<file path="src/rtl/zone_lin_buffer.sv">
// ---------------------------------------------------------------------------
// zone_lin_buffer
//
// Per-line dark-pixel vote split into NZONE horizontal zones. During a scan
// line the block counts dark active pixels in each zone. On the next hsync
// rising edge it commits one dark/bright decision bit per zone.
//
// Ports
//   clk_i     in   1      pixel clock
//   rst_i     in   1      synchronous reset, active-high
//   freeze_i  in   1      1: hold rx_o at line edges (counters still restart)
//   hs_i      in   1      hsync, line boundary on its rising edge
//   de_i      in   1      data enable, pixel valid
//   wd_i      in   WIDTH  pixel luminance
//   rx_o      out  NZONE  committed per-zone decision, 1 = zone dark
//   stb_o     out  1      one-cycle pulse after every commit (also when frozen)
//
// Configuration macro
//   ZONE_LIN_BUFFER_HYST_EN : when defined, each zone uses hysteresis. A zone
//   that is currently dark stays dark while its count is >= LO. A zone that
//   is currently bright turns dark when its count is >= HI. When the macro
//   is undefined, a single threshold HI is used.
// ---------------------------------------------------------------------------
module zone_lin_buffer #(
  parameter int WIDTH    = 8,
  parameter int NZONE    = 4,
  parameter int ZONE_W   = 480,
  parameter int DARK_LVL = 64,
  parameter int HI_PCT   = 50,
  parameter int LO_PCT   = 40
) (
  input  logic             clk_i,
  input  logic             rst_i,
  input  logic             freeze_i,
  input  logic             hs_i,
  input  logic             de_i,
  input  logic [WIDTH-1:0] wd_i,
  output logic [NZONE-1:0] rx_o,
  output logic             stb_o
);

  localparam int TOTAL = NZONE * ZONE_W;
  localparam int XW    = $clog2(TOTAL) + 1;
  localparam int CW    = $clog2(ZONE_W + 1);
  localparam int SW    = $clog2(ZONE_W);
  localparam int ZW    = (NZONE > 1) ? $clog2(NZONE) : 1;
  localparam int HI    = ZONE_W * HI_PCT / 100;
  localparam int LO    = ZONE_W * LO_PCT / 100;

  localparam logic [XW-1:0]  X_MAX    = XW'(TOTAL);
  localparam logic [SW-1:0]  SUB_LAST = SW'(ZONE_W - 1);
  localparam logic [CW-1:0]  CNT_MAX  = CW'(ZONE_W);
  localparam logic [CW-1:0]  HI_C     = CW'(HI);
  localparam logic [WIDTH:0] DARK_C   = (WIDTH + 1)'(DARK_LVL);
`ifdef ZONE_LIN_BUFFER_HYST_EN
  localparam logic [CW-1:0]  LO_C     = CW'(LO);
`endif

  // Reject parameter sets that cannot describe a valid vote.
  if ((NZONE < 1) || (ZONE_W < 2) || (LO > HI)) begin : g_cfg_err
    $error("zone_lin_buffer: invalid parameters (NZONE>=1, ZONE_W>=2, LO<=HI)");
  end

  logic             hs_r;
  logic [XW-1:0]    x_r;
  logic [SW-1:0]    sub_x_r;   // position inside the current zone
  logic [ZW-1:0]    zone_r;    // current zone index, valid while x_r < X_MAX
  logic [CW-1:0]    cnt_r [NZONE];
  logic [NZONE-1:0] rx_r;
  logic             stb_r;

  logic             edge_s;
  logic             dark_s;
  logic             in_range_s;
  logic [NZONE-1:0] dec_s;

  // Line-edge detection, pixel classification and per-zone decision.
  always_comb begin
    edge_s     = hs_i & ~hs_r;
    // The comparison is widened by one bit so that DARK_LVL = 2**WIDTH still works.
    dark_s     = ({1'b0, wd_i} < DARK_C);
    in_range_s = (x_r < X_MAX);
    dec_s      = {NZONE{1'b0}};
    for (int z = 0; z < NZONE; z++) begin
`ifdef ZONE_LIN_BUFFER_HYST_EN
      if (rx_r[z]) begin
        dec_s[z] = (cnt_r[z] >= LO_C);
      end else begin
        dec_s[z] = (cnt_r[z] >= HI_C);
      end
`else
      dec_s[z] = (cnt_r[z] >= HI_C);
`endif
    end
  end

  // Pixel/zone counters, hsync history and the registered commit outputs.
  always_ff @(posedge clk_i) begin
    if (rst_i) begin
      // hs_r starts high so that hs_i held high through reset is not seen as an edge.
      hs_r    <= 1'b1;
      x_r     <= {XW{1'b0}};
      sub_x_r <= {SW{1'b0}};
      zone_r  <= {ZW{1'b0}};
      rx_r    <= {NZONE{1'b0}};
      stb_r   <= 1'b0;
      for (int z = 0; z < NZONE; z++) begin
        cnt_r[z] <= {CW{1'b0}};
      end
    end else begin
      hs_r  <= hs_i;
      stb_r <= edge_s;
      if (edge_s) begin
        // The decision uses the counts before this cycle. A de pixel in the
        // edge cycle is the first pixel (x=0) of the new line.
        if (!freeze_i) begin
          rx_r <= dec_s;
        end else begin
          rx_r <= rx_r;
        end
        x_r     <= de_i ? XW'(1) : {XW{1'b0}};
        sub_x_r <= de_i ? SW'(1) : {SW{1'b0}};
        zone_r  <= {ZW{1'b0}};
        for (int z = 0; z < NZONE; z++) begin
          cnt_r[z] <= ((z == 0) && de_i && dark_s) ? CW'(1) : {CW{1'b0}};
        end
      end else if (de_i && in_range_s) begin
        // x_r stops at X_MAX. Pixels after that point no longer advance it.
        x_r <= x_r + XW'(1);
        if (sub_x_r == SUB_LAST) begin
          sub_x_r <= {SW{1'b0}};
          zone_r  <= zone_r + ZW'(1);
        end else begin
          sub_x_r <= sub_x_r + SW'(1);
        end
        for (int z = 0; z < NZONE; z++) begin
          if ((zone_r == ZW'(z)) && dark_s && (cnt_r[z] != CNT_MAX)) begin
            cnt_r[z] <= cnt_r[z] + CW'(1);
          end
        end
      end
    end
  end

  assign rx_o  = rx_r;
  assign stb_o = stb_r;

endmodule

</file>
<file path="config.mk">
export PLATFORM = sky130hd
export DESIGN_NAME = zone_lin_buffer
export DESIGN_NICKNAME = d
export VERILOG_FILES = /design/src/rtl/zone_lin_buffer.sv
export SDC_FILE = /design/constraint.sdc
export NUM_CORES = 1
export LEC_CHECK = 0
export BUFFER_PORTS_ARGS = -buffer_cell sky130_fd_sc_hd__buf_2
export CORE_MARGIN = 4
export CORE_UTILIZATION = 55
export CTS_CLUSTER_DIAMETER = 200
export DETAILED_ROUTE_END_ITERATION = 6
export GPL_ROUTABILITY_DRIVEN = 0
export PLACE_DENSITY_LB_ADDON = 0.3
export REMOVE_ABC_BUFFERS = 1
export SLEW_MARGIN = 20
export SYNTH_ARGS = -nofsm -noshare
export SYNTH_HDL_FRONTEND = slang
export SYNTH_SLANG_ARGS = --single-unit
</file>
<file path="constraint.sdc">
create_clock -name clk_i -period 4.25 [get_ports clk_i]
set_input_delay 0.85 -clock clk_i [delete_from_list [all_inputs] [get_ports clk_i]]
set_output_delay 0.85 -clock clk_i [all_outputs]
set_load 0.01 [all_outputs]
</file>
### Word-level counts from Yosys, hierarchy flattened

Memories as Yosys holds them, arrays and structs flattened.
Index checks and enable logic that the tools add are counted.

* $add $sub $neg: 7
* multiply operators: 0
* div/mod/pow operators: 0
* order comparisons: 6
* equality and inequality tests: 8
* shift-type cells: 0
* mux-type cells: 41
* bitwise operators: 11
* reduce and logical (&&, ||, !) cells: 15

Operators with widths (count)
* $mux 9: 11
* $add 9x1->9 const B: 5
* $ge 9x8->1 const B: 4
* $ne 9x9->1 const B: 4
* $mux 1: 28
* $mux 12: 2
* $add 12x1->12 const B: 1
* $lt 12x11->1 const B: 1
* $logic_and 1x1->1: 10
* $eq 9x9->1 const B: 1
* $lt 8x7->1 const B: 1
* $or 1x1->1: 8
* $eq 2x2->1 const B: 2
* $reduce_and 2->1: 2
* $add 2x1->2 const B: 1
* $eq 2x1->1 const B: 1
* $logic_not 2->1: 1
* $not 1->1: 2
* $reduce_bool 2->1: 1
* $reduce_or 2->1: 1
* $and 1x1->1: 1

* register bits after elaboration: 29
* latch bits: 0
* RAM bits: 36
* bits in read-only memories: 0
* input bits: 13
* output and inout port bits: 5
* logic and storage cells: 95
* memories: 1

Memories
* cnt_r: depth 4, width 9, read ports 4, clocked after Yosys merged registers in 0, wr ports 4, line 68 `logic [CW-1:0] cnt_r [NZONE];`

### Logic depth before layout (Yosys ltp)

Gate-level depths: netlist of run 1.

* depth after elaboration: 9
* depth in mapped cells: 7
* gate-level depth less buffers: 7

### Worst setup path after synthesis of run 1

No wires, ideal clock.

* path kind: input to register
* from: input port hs_i
* to: memory cnt_r[1][0] (netlist name), enable pin
* setup time: 334 ps
* arrival: 1837 ps
* required time: 3916 ps
* path slack: 2079 ps
* stages on the path: 7
* buffers on the path: 3
* cells stage by stage: nand2b_2 buf_6 and3_2 buf_2 nand4_1 buf_2 nand2_1

RTL lines
* start: declaration: line 35 `input logic hs_i,`
* end: declaration: line 68

==> results by group, run 1 <==
Floorplanning
  – Die W: about 86 µm
  – # IOs: 18
  – Die footprint: 0.00738 mm²
  – Die span in y: 85.9 µm
  – FP Rows: 28
  – Initial core utilization: 0.564
  – Core region area: between 0.005 and 0.006 mm²

STA
  – Min Tclk post-route: ~2500 ps
  – WHS: about 460 ps
  – Final setup viols: 0
  – Post-Route Setup TNS: 0 ps
  – Final hold vios: 0
  – RSZ-0062 raised after global routing: false
  – Worst-Margin Slew: roughly 760 ps
  – Max Slew Vio Count: 0
  – Fmax: slightly below 400 MHz
  – Final period util: 0.592
  – Slew Limit Headroom: 0.494
  – Final setup skew: 8.91 ps

Worst setup path
  – Top cell family by delay on the critical path: simple AND/OR/NAND/NOR gates
  – Worst path cell trace: buf_2, and3_1, nand4_1, nand2_1
  – CP startpoint: de_i
  – Largest stage delay, worst path: about 530 ps
  – Max FO, Critical Path: 11
  – CP max-delay cell: nand4_1
  – CP Capture Type: register
  – End of the critical path: cnt_r[1][2]
  – CP Data Required Time: about 4300 ps
  – R2r worst-path depth: 3
  – Setup CP Type: in -> reg
  – Startpoint types: primary input
  – FF-to-FF End: cnt_r[3][7]
  – Worst r2r src: cnt_r[3][4]
  – Crit. path cell count: 4
  – Reg2Reg Setup Slack: ~1900 ps
  – WP buf/inv: 1
  – Data arrival, critical path: roughly 2500 ps

Placed design
  – DP HPWL: roughly 4.1 mm
  – PortBufs: 11

Yosys
  – Post-synthesis cell area: approximately 0.0033 mm²
  – Largest cells by area after synthesis: edfxtp_1 (24%), dfxtp_1 (23%), nor2_1 (6.9%), xnor2_1 (5.8%), ha_1 (5.2%)
  – Ys Warns: 0
  – Sequential share of the synthesized area: 0.471
  – Synth Instances: between 300 and 400
  – Ys async rst share: 0
  – Cell variety after synth: 53
  – Biggest area consumer among synthesized cells: edfxtp_1
  – Most used DFF post-synth: dfxtp_1
  – Post-synth EDFFs: 27
  – Post-synth top area share: 0.243
  – Syn_area_per_cell: ~9.5 µm²
  – Seq cells post-synth: between 60 and 70

Finish
  – Final #Nets: between 300 and 400
  – Most frequent cells in the layout: nor2_1 (61), dfxtp_1 (38), edfxtp_1 (27)
  – Area grow syn2layout: 9.11%
  – Core Util, Final: 0.615
  – Fraction of layout instances using a drive strength above 1: 0.105
  – Commonest non-fill, non-tap cell in the layout: nor2_1
  – Fill cells: just over 500
  – Antenna diode count: 0

Detailed routing
  – TritonRoute pass-1 iters: 4
  – Drc violations: 0
  – Drt via density: ~5.5
  – Routed WL: roughly 6 mm
  – ANT nets after route: 0
  – Initial drt markers: 111
  – Vias: between 2000 and 2500
  – Post-DR wirelength/cell: 13.8 µm

Power
  – Net switching power: 301 µW
  – Logic pwr share: 0.053
  – Total power: roughly 1.3 mW
  – Cell Int Power: 1.04 mW
  – Net Sw Frac: 0.225
  – Peak VDD IR: about 0.00020 V
  – Reg power frac: 0.515
  – Leak: 1.33 nW
  – Clock power share: 0.432
  – Pwr dens: approximately 370 mW/mm²

Clock network
  – H-Tree Level Count: 3
  – Root Buffer: clkbuf_8
  – CTS tree: done
  – Hold Buf Count CTS: 0
  – Clock Sinks: 65
  – Post-CTS sizing: 0
  – CTS buffer count: 9
  – Clock Pin Slew Worst Setup and Hold Paths: roughly 70 ps
  – Post-CTS setup buffer count: 0
  – Clock Latency Late Sink: 340 ps
  – Maximum root-to-sink buffer count: 2

Global route
  – First-pass GRT wire length: between 10 and 15 mm
  – Total grt overflow: 0
  – Total track usage: 0.184
  – Number of global-route vias before repair: ~2300
  – Initial antenna violation count: 0
  – Largest net degree at the start of global routing: 23

Run
  – Max Cap Viol: 0

Outcome
  – Status: complete, no violations

Min path
  – Min-delay worst type: reg -> reg
## cells by family after synthesis
family,after synthesis,synth area share
compound gates,41,0.0851
fa+ha+maj,14,0.0525
mux,3,0.00900
xor+xnor,34,0.0892
buf+inv,31,0.0427
simple gates,165,0.251
flops,65,0.471
## per-stage QoR
| stage | worst slack, ps | area (µm²) | std cells |
|---|---|---|---|
| final | 1730 | 3640 | 445 |
| after global routing | 1530 | 3640 | 445 |
| after CTS | 1700 | 3640 | 445 |
| after detailed placement | 1340 | 3420 | 429 |
| after global placement | 1420 | 3420 | 429 |
| after floorplan | 2020 | 3270 | 343 |
## cell usage after synthesis, drive strengths merged (2+ instances only)
cell type / instances
or4: 4
or2: 2
nand2: 24
ha: 14
or3: 5
xnor2: 22
a21oi: 15
and2: 2
clkbuf: 3
nand4: 10
o21ai: 10
mux2i: 3
nor3b: 4
a311oi: 2
nand3: 23
o211ai: 2
nor2: 61
and3: 11
nor4: 3
xor2: 12
edfxtp: 27
buf: 7
or4b: 2
nor3: 8
nand2b: 2
nand4b: 2
dfxtp: 38
inv: 21
a31oi: 3
## worst register-to-register path: stages (launching register included)
cell       delay [ps]
edfxtp_1          480
or4b_2            720
o2111ai_2         470
nand2_1           370
## flip-flops by register name (all words and copies together) (netlist names)
signal	cells
zone_r	2
stb_o	1
x_r	12
hs_r	1
rx_o	4
sub_x_r	9
cnt_r	36
## power groups by stage
stage               Clock, mW  Sequential [mW]  Combinational (mW)
global route            0.618            0.692              0.0811
finish                  0.578            0.689              0.0712
CTS                     0.585            0.689              0.0720
detailed placement          0            0.703              0.0708
global placement            0            0.702              0.0695
floorplan                   0            0.698              0.0501
## routing by layer
metal	vias to the layer above	wire length (µm)	GRT usage	part of all wire
met4	0	158	0.105	0.026
li1	1266	-	-	-
met2	28	2820	0.276	0.46
met3	12	164	0.0346	0.027
met1	1150	3020	0.247	0.49
met5	-	0	0	0
## worst min-delay path by stage
stage	from	end	cells past startpoint
after floorplan	x_r[10]	x_r[10]	2
after global placement	x_r[10]	x_r[10]	2
after detailed placement	x_r[10]	x_r[10]	2
after CTS	x_r[10]	x_r[10]	2
after global routing	x_r[10]	x_r[10]	2
final	x_r[10]	x_r[10]	2
## cell type report
type                    count  area [µm²]  area share
multi-input cells         257        1620       0.446
clock inverters             6        81.3      0.0223
inverters                  21        78.8      0.0216
well taps                  75        93.8      0.0258
flip-flops and latches     65        1570       0.431
clock buffers              10         138      0.0378
repair buffers             11        55.1      0.0151
Power figures use the tool's default switching activity.
==> run 2: changes to the inputs <==
==> constraint.sdc (replaced) <==
create_clock -name clk_i -period 2.4 [get_ports clk_i]
set_input_delay 0.48 -clock clk_i [delete_from_list [all_inputs] [get_ports clk_i]]
set_output_delay 0.48 -clock clk_i [all_outputs]
set_load 0.01 [all_outputs]
==> results by group, run 2 (synthesized netlist as in run 1, its figures left out) <==
Outcome
  – Status: complete, no violations (unchanged)

Detailed routing
  – Initial drt markers: 95 (was 111)
  – Routed WL: 6.17 mm (was 6.16 mm)
  – TritonRoute pass-1 iters: 4 (unchanged)
  – ANT nets after route: 0 (unchanged)
  – Drc violations: 0 (unchanged)
  – Vias: 2501 (was 2456)
  – Post-DR wirelength/cell: 13.6 µm (was 13.8 µm)
  – Drt via density: 5.50 (was 5.52)

Global route
  – Total grt overflow: 0 (unchanged)
  – Initial antenna violation count: 0 (unchanged)
  – Total track usage: 0.191 (was 0.184)
  – Largest net degree at the start of global routing: 18 (was 23)
  – First-pass GRT wire length: 11.1 mm (was 10.8 mm)
  – Number of global-route vias before repair: 2423 (was 2333)

Floorplanning
  – Die W: 85.9 µm (unchanged)
  – Die footprint: 0.00738 mm² (unchanged)
  – Initial core utilization: 0.564 (unchanged)
  – Die span in y: 85.9 µm (unchanged)
  – Core region area: 0.00592 mm² (unchanged)
  – # IOs: 18 (unchanged)
  – FP Rows: 28 (unchanged)

Finish
  – Biggest regs: cnt_r: 36 flops, x_r: 12 flops, sub_x_r: 9 flops (unchanged)
  – Fill cells: 510 (unchanged)
  – Antenna diode count: 0 (unchanged)
  – Max reg flops: 36 (unchanged)
  – Register area: 0.00157 mm² (unchanged)
  – Non-filler instance count after layout: 455 (was 445)
  – Commonest non-fill, non-tap cell in the layout: nor2_1 (unchanged)
  – Fraction of layout instances using a drive strength above 1: 0.124 (was 0.105)
  – Area grow syn2layout: 10.2% (was 9.11%)
  – Multi-input logic area: 0.00162 mm² (unchanged)
  – Most frequent cells in the layout: nor2_1 (61), dfxtp_1 (38), edfxtp_1 (27) (unchanged)
  – Final #Nets: 402 (was 392)
  – Top reg by flops: cnt_r (unchanged)

Worst setup path
  – CP Data Required Time: 2420 ps (was 4250 ps)
  – Setup CP Type: reg -> reg (was in -> reg)
  – Data arrival, critical path: 2060 ps (was 2510 ps)
  – Max FO, Critical Path: 9 (was 11)
  – FF-to-FF End: cnt_r[3][5] (was cnt_r[3][7])
  – R2r worst-path depth: 3 (unchanged)
  – Reg2Reg Setup Slack: 360 ps (was 1870 ps)
  – Worst r2r src: cnt_r[3][4] (unchanged)
  – Startpoint types: register (was primary input)
  – CP Capture Type: register (unchanged)

STA
  – Final setup viols: 0 (unchanged)
  – Min Tclk post-route: 2040 ps
  – Final hold vios: 0 (unchanged)
  – Post-Route Setup TNS: 0 ps (unchanged)
  – Final period util: 0.852
  – Final setup skew: 11.4 ps (was 8.91 ps)
  – Fmax: 489 MHz
  – Worst-Margin Slew: 625 ps (was 758 ps)
  – Max Slew Vio Count: 0 (unchanged)
  – Slew Limit Headroom: 0.582 (was 0.494)
  – RSZ-0062 raised after global routing: false (unchanged)

Power
  – Pwr dens: 608 mW/mm² (was 367 mW/mm²)
  – Leak: 1.36 nW (was 1.33 nW)
  – Peak VDD IR: 0.000378 V (was 0.000198 V)

Clock network
  – Hold Buf Count CTS: 0 (unchanged)
  – H-Tree Level Count: 3 (unchanged)
  – Post-CTS setup buffer count: 0 (unchanged)
  – Clock Pin Slew Worst Setup and Hold Paths: 70 ps (about the same)
  – CTS tree: done (unchanged)
  – Post-CTS sizing: 0 (unchanged)
  – CTS buffer count: 9 (unchanged)
  – Maximum root-to-sink buffer count: 2 (unchanged)
  – Clock Sinks: 65 (unchanged)
  – Clock Latency Late Sink: 340 ps (about the same)
  – Root Buffer: clkbuf_8 (unchanged)

Min path
  – Hold endpoint: hs_r (was x_r[10])
  – Hold depth: 2 (unchanged)
  – HP Start: hs_i (was x_r[10])
  – Min-delay worst type: in -> reg (was reg -> reg)

Placed design
  – Placed instance count: 439 (was 429)
  – DP HPWL: 4.32 mm (was 4.08 mm)
  – PortBufs: 11 (unchanged)

Run
  – Max Cap Viol: 0 (unchanged)
## run 2: changes by cell type in the layout (fill, tap and decap cells not counted)
| cell | delta |
|---|---|
| buf_4 | +10 |
| clkbuf_1 | +3 |
| bufinv_16 | -1 |
| clkbuf_8 | -1 |
| clkinv_1 | -1 |
| clkinv_2 | +1 |
| clkinvlp_4 | -1 |
## run 2: per-stage QoR
| step | instance area (µm²) | hold WS, ps | utilization | total power [mW] | worst slack [ps] |
|---|---|---|---|---|---|
| 3_3_place_gp | 3500 | 436 | 0.591 | 1.37 | 305 |
| 2_1_floorplan | 3270 | 425 | - | 1.33 | 330 |
| 6_report | 3680 | 366 | 0.621 | 2.24 | 356 |
| 4_1_cts | 3680 | 354 | 0.621 | 2.26 | 338 |
| 5_1_grt | 3680 | 361 | 0.621 | 2.33 | 257 |
| 3_5_place_dp | 3500 | 440 | 0.591 | 1.38 | 254 |
## run 2: power by group
group / switching (mW) / internal, mW
Combinational: 0.0812 / 0.0539
Clock: 0.405 / 0.476
Sequential: 0.0347 / 1.19
Total: 0.521 / 1.72
## run 2: how the worst max path moves through the flow
| stage | depth (start not counted) | to | from | slack, ps |
|---|---|---|---|---|
| 3_5_place_dp | 5 | cnt_r[0][4] | hs_i | 250 |
| 6_report | 3 | cnt_r[3][5] | cnt_r[3][4] | 360 |
| 3_3_place_gp | 5 | cnt_r[0][6] | hs_i | 310 |
| 5_1_grt | 3 | cnt_r[3][7] | cnt_r[3][4] | 260 |
| 4_1_cts | 3 | cnt_r[3][7] | cnt_r[3][4] | 340 |
| 2_1_floorplan | 3 | cnt_r[3][0] | cnt_r[3][4] | 330 |
## run 2: area by class of cell
type,count,share of cell area
multi-input combinational,257,0.441
sequential,65,0.427
clock buffer,12,0.0367
timing repair buffer,21,0.0354
tap,75,0.0255
inverter,21,0.0214
clock inverter,4,0.0122
## run 2: layer usage
metal  wire length, µm  GRT usage  part of all wire  vias up
li1                  -          -                 -     1287
met1              3010      0.239              0.49     1175
met2              2860      0.308              0.46       27
met3               164     0.0423             0.027       12
met4               136     0.0978             0.022        0
met5                 0          0                 0        -
## run 2: critical path, cell delays in order, from the launching register on
cell and delay (ps):
edfxtp_1 480, or4b_2 720, o2111ai_2 230, nand2_1 280
==> run 3: changes to the inputs <==
--- a/config.mk
+++ b/config.mk
@@ -13,6 +13,7 @@
 export GPL_ROUTABILITY_DRIVEN = 0
 export PLACE_DENSITY_LB_ADDON = 0.3
 export REMOVE_ABC_BUFFERS = 1
+export SETUP_SLACK_MARGIN = 0.5
 export SLEW_MARGIN = 20
 export SYNTH_ARGS = -nofsm -noshare
 export SYNTH_HDL_FRONTEND = slang
==> results by group, run 3 (synthesized netlist as in run 1, its figures left out) <==
Floorplanning
  – Core region area: 0.00592 mm² (unchanged)
  – FP Rows: 28 (unchanged)
  – Initial core utilization: 0.564 (unchanged)
  – Die span in y: 85.9 µm (unchanged)
  – Die W: 85.9 µm (unchanged)
  – # IOs: 18 (unchanged)
  – Die footprint: 0.00738 mm² (unchanged)

STA
  – RSZ-0062 raised after global routing: true (was false)
  – Min Tclk post-route: 1880 ps (was 2040 ps)
  – Slew Limit Headroom: 0.666 (was 0.582)
  – Worst-Margin Slew: 499 ps (was 625 ps)
  – Final setup viols: 0 (unchanged)
  – Fmax: 533 MHz (was 489 MHz)
  – Final hold vios: 0 (unchanged)
  – Post-Route Setup TNS: 0 ps (unchanged)
  – Final period util: 0.782 (was 0.852)
  – Max Slew Vio Count: 0 (unchanged)
  – Final setup skew: 10.1 ps (was 11.4 ps)

Global route
  – Total grt overflow: 0 (unchanged)
  – First-pass GRT wire length: 11.1 mm (about the same)
  – Number of global-route vias before repair: 2436 (was 2423)
  – GR peak layer: met2 (unchanged)
  – GR Util met1: 0.239 (unchanged)
  – Global routing usage on met2: 0.310 (was 0.308)
  – Met3 Track Usage GR: 0.0423 (unchanged)
  – Initial antenna violation count: 0 (unchanged)
  – Total track usage: 0.191 (about the same)
  – Largest net degree at the start of global routing: 18 (unchanged)

Worst setup path
  – Setup CP Type: reg -> reg (unchanged)
  – Top cell family by delay on the critical path: simple AND/OR/NAND/NOR gates (unchanged)
  – CP Data Required Time: 2500 ps (was 2420 ps)
  – Max FO, Critical Path: 9 (unchanged)
  – Largest stage delay, worst path: 680 ps (was 720 ps)
  – WP buf/inv: 1 (was 0)
  – CP Capture Type: register (unchanged)
  – Startpoint types: register (unchanged)
  – CP max-delay cell: or4b_2 (unchanged)
  – Data arrival, critical path: 1980 ps (was 2060 ps)
  – Worst path cell trace: or4b_2, o2111ai_2, buf_4, nor2_1 (was or4b_2, o2111ai_2, nand2_1)
  – Reg2Reg Setup Slack: 520 ps (was 360 ps)

Clock network
  – Maximum root-to-sink buffer count: 2 (unchanged)
  – CTS tree: done (unchanged)
  – Clock Latency Late Sink: 340 ps (about the same)
  – H-Tree Level Count: 3 (unchanged)
  – Hold Buf Count CTS: 0 (unchanged)
  – Clock Sinks: 65 (unchanged)
  – CTS buffer count: 9 (unchanged)
  – Clock Pin Slew Worst Setup and Hold Paths: 70 ps (about the same)
  – Root Buffer: clkbuf_8 (unchanged)

Run
  – Max Cap Viol: 0 (unchanged)

Finish
  – Biggest regs: cnt_r: 36 flops, x_r: 12 flops, sub_x_r: 9 flops (unchanged)
  – Core Util, Final: 0.626 (was 0.621)
  – Top reg by flops: cnt_r (unchanged)
  – Max reg flops: 36 (unchanged)
  – Area grow syn2layout: 11.1% (was 10.2%)
  – Antenna diode count: 0 (unchanged)
  – Fraction of layout instances using a drive strength above 1: 0.134 (was 0.124)
  – Fill cells: 507 (was 510)
  – Multi-input logic area: 0.00164 mm² (was 0.00162 mm²)
  – Most frequent cells in the layout: nor2_1 (61), dfxtp_1 (38), edfxtp_1 (27) (unchanged)
  – Register area: 0.00157 mm² (unchanged)
  – Commonest non-fill, non-tap cell in the layout: nor2_1 (unchanged)
  – Final #Nets: 404 (was 402)

Detailed routing
  – ANT nets after route: 0 (unchanged)
  – Post-DR wirelength/cell: 13.5 µm (was 13.6 µm)
  – Initial drt markers: 105 (was 95)
  – Drc violations: 0 (unchanged)
  – TritonRoute pass-1 iters: 4 (unchanged)
  – Routed WL: 6.17 mm (about the same)
  – Drt via density: 5.48 (was 5.50)
  – Vias: 2506 (was 2501)

Power
  – Pwr dens: 605 mW/mm² (was 608 mW/mm²)
  – Peak VDD IR: 0.000378 V (about the same)
  – Leak: 1.37 nW (was 1.36 nW)

Placed design
  – DP HPWL: 4.32 mm (unchanged)
  – PortBufs: 11 (unchanged)

Min path
  – Min-delay worst type: in -> reg (unchanged)

Outcome
  – Status: complete, no violations (unchanged)
[run 3: worst reg2reg max path, delay by kind of cell (launching register included)]
family / cells / cell delay (ps)
simple gates: 2 / 740
flops: 1 / 430
compound gates: 1 / 250
buf+inv: 1 / 200
[run 3: worst paths after layout]
kind	start	depth (start not counted)	to
worst max register to register	cnt_r[3][2]	4	cnt_r[3][3]
worst min register to register	x_r[10]	2	x_r[10]
worst min-delay path	hs_i	2	hs_r
worst max-delay path	cnt_r[3][2]	4	cnt_r[3][3]
[run 3: final cells by class]
type	count	area share
well taps	75	0.0253
inverters	21	0.0213
flip-flops and latches	65	0.424
clock inverters	4	0.0121
multi-input cells	257	0.442
clock buffers	12	0.0364
repair buffers	23	0.0391
[run 3: stage by stage]
stage | cell area, µm² | power [mW] | worst slack, ps | instances | hold WS (ps)
detailed placement | 3500 | 1.38 | 254 | 439 | 440
global placement | 3500 | 1.37 | 305 | 439 | 436
finish | 3710 | 2.24 | 523 | 457 | 363
floorplan | 3270 | 1.33 | 330 | 343 | 425
CTS | 3690 | 2.26 | 513 | 456 | 354
global route | 3710 | 2.34 | 473 | 457 | 361
[run 3: repair_timing]
action                     CTS  global route
gates resized for setup      2             1
setup endpoints to repair   27            33
setup buffers                1             1
pin swaps                    0             2
[run 3: report_power, final]
group	switching, mW	internal (mW)	total [mW]
registers	0.0338	1.19	1.22
logic	0.0836	0.0565	0.140
clock network	0.406	0.476	0.882
total	0.524	1.72	2.24
[run 3: layer usage]
metal  up-vias  routed length (µm)
met2        22                2940
met1      1185                2960
li1       1288                   -
met4         0                 119
met3        11                 163
met5         -                   0
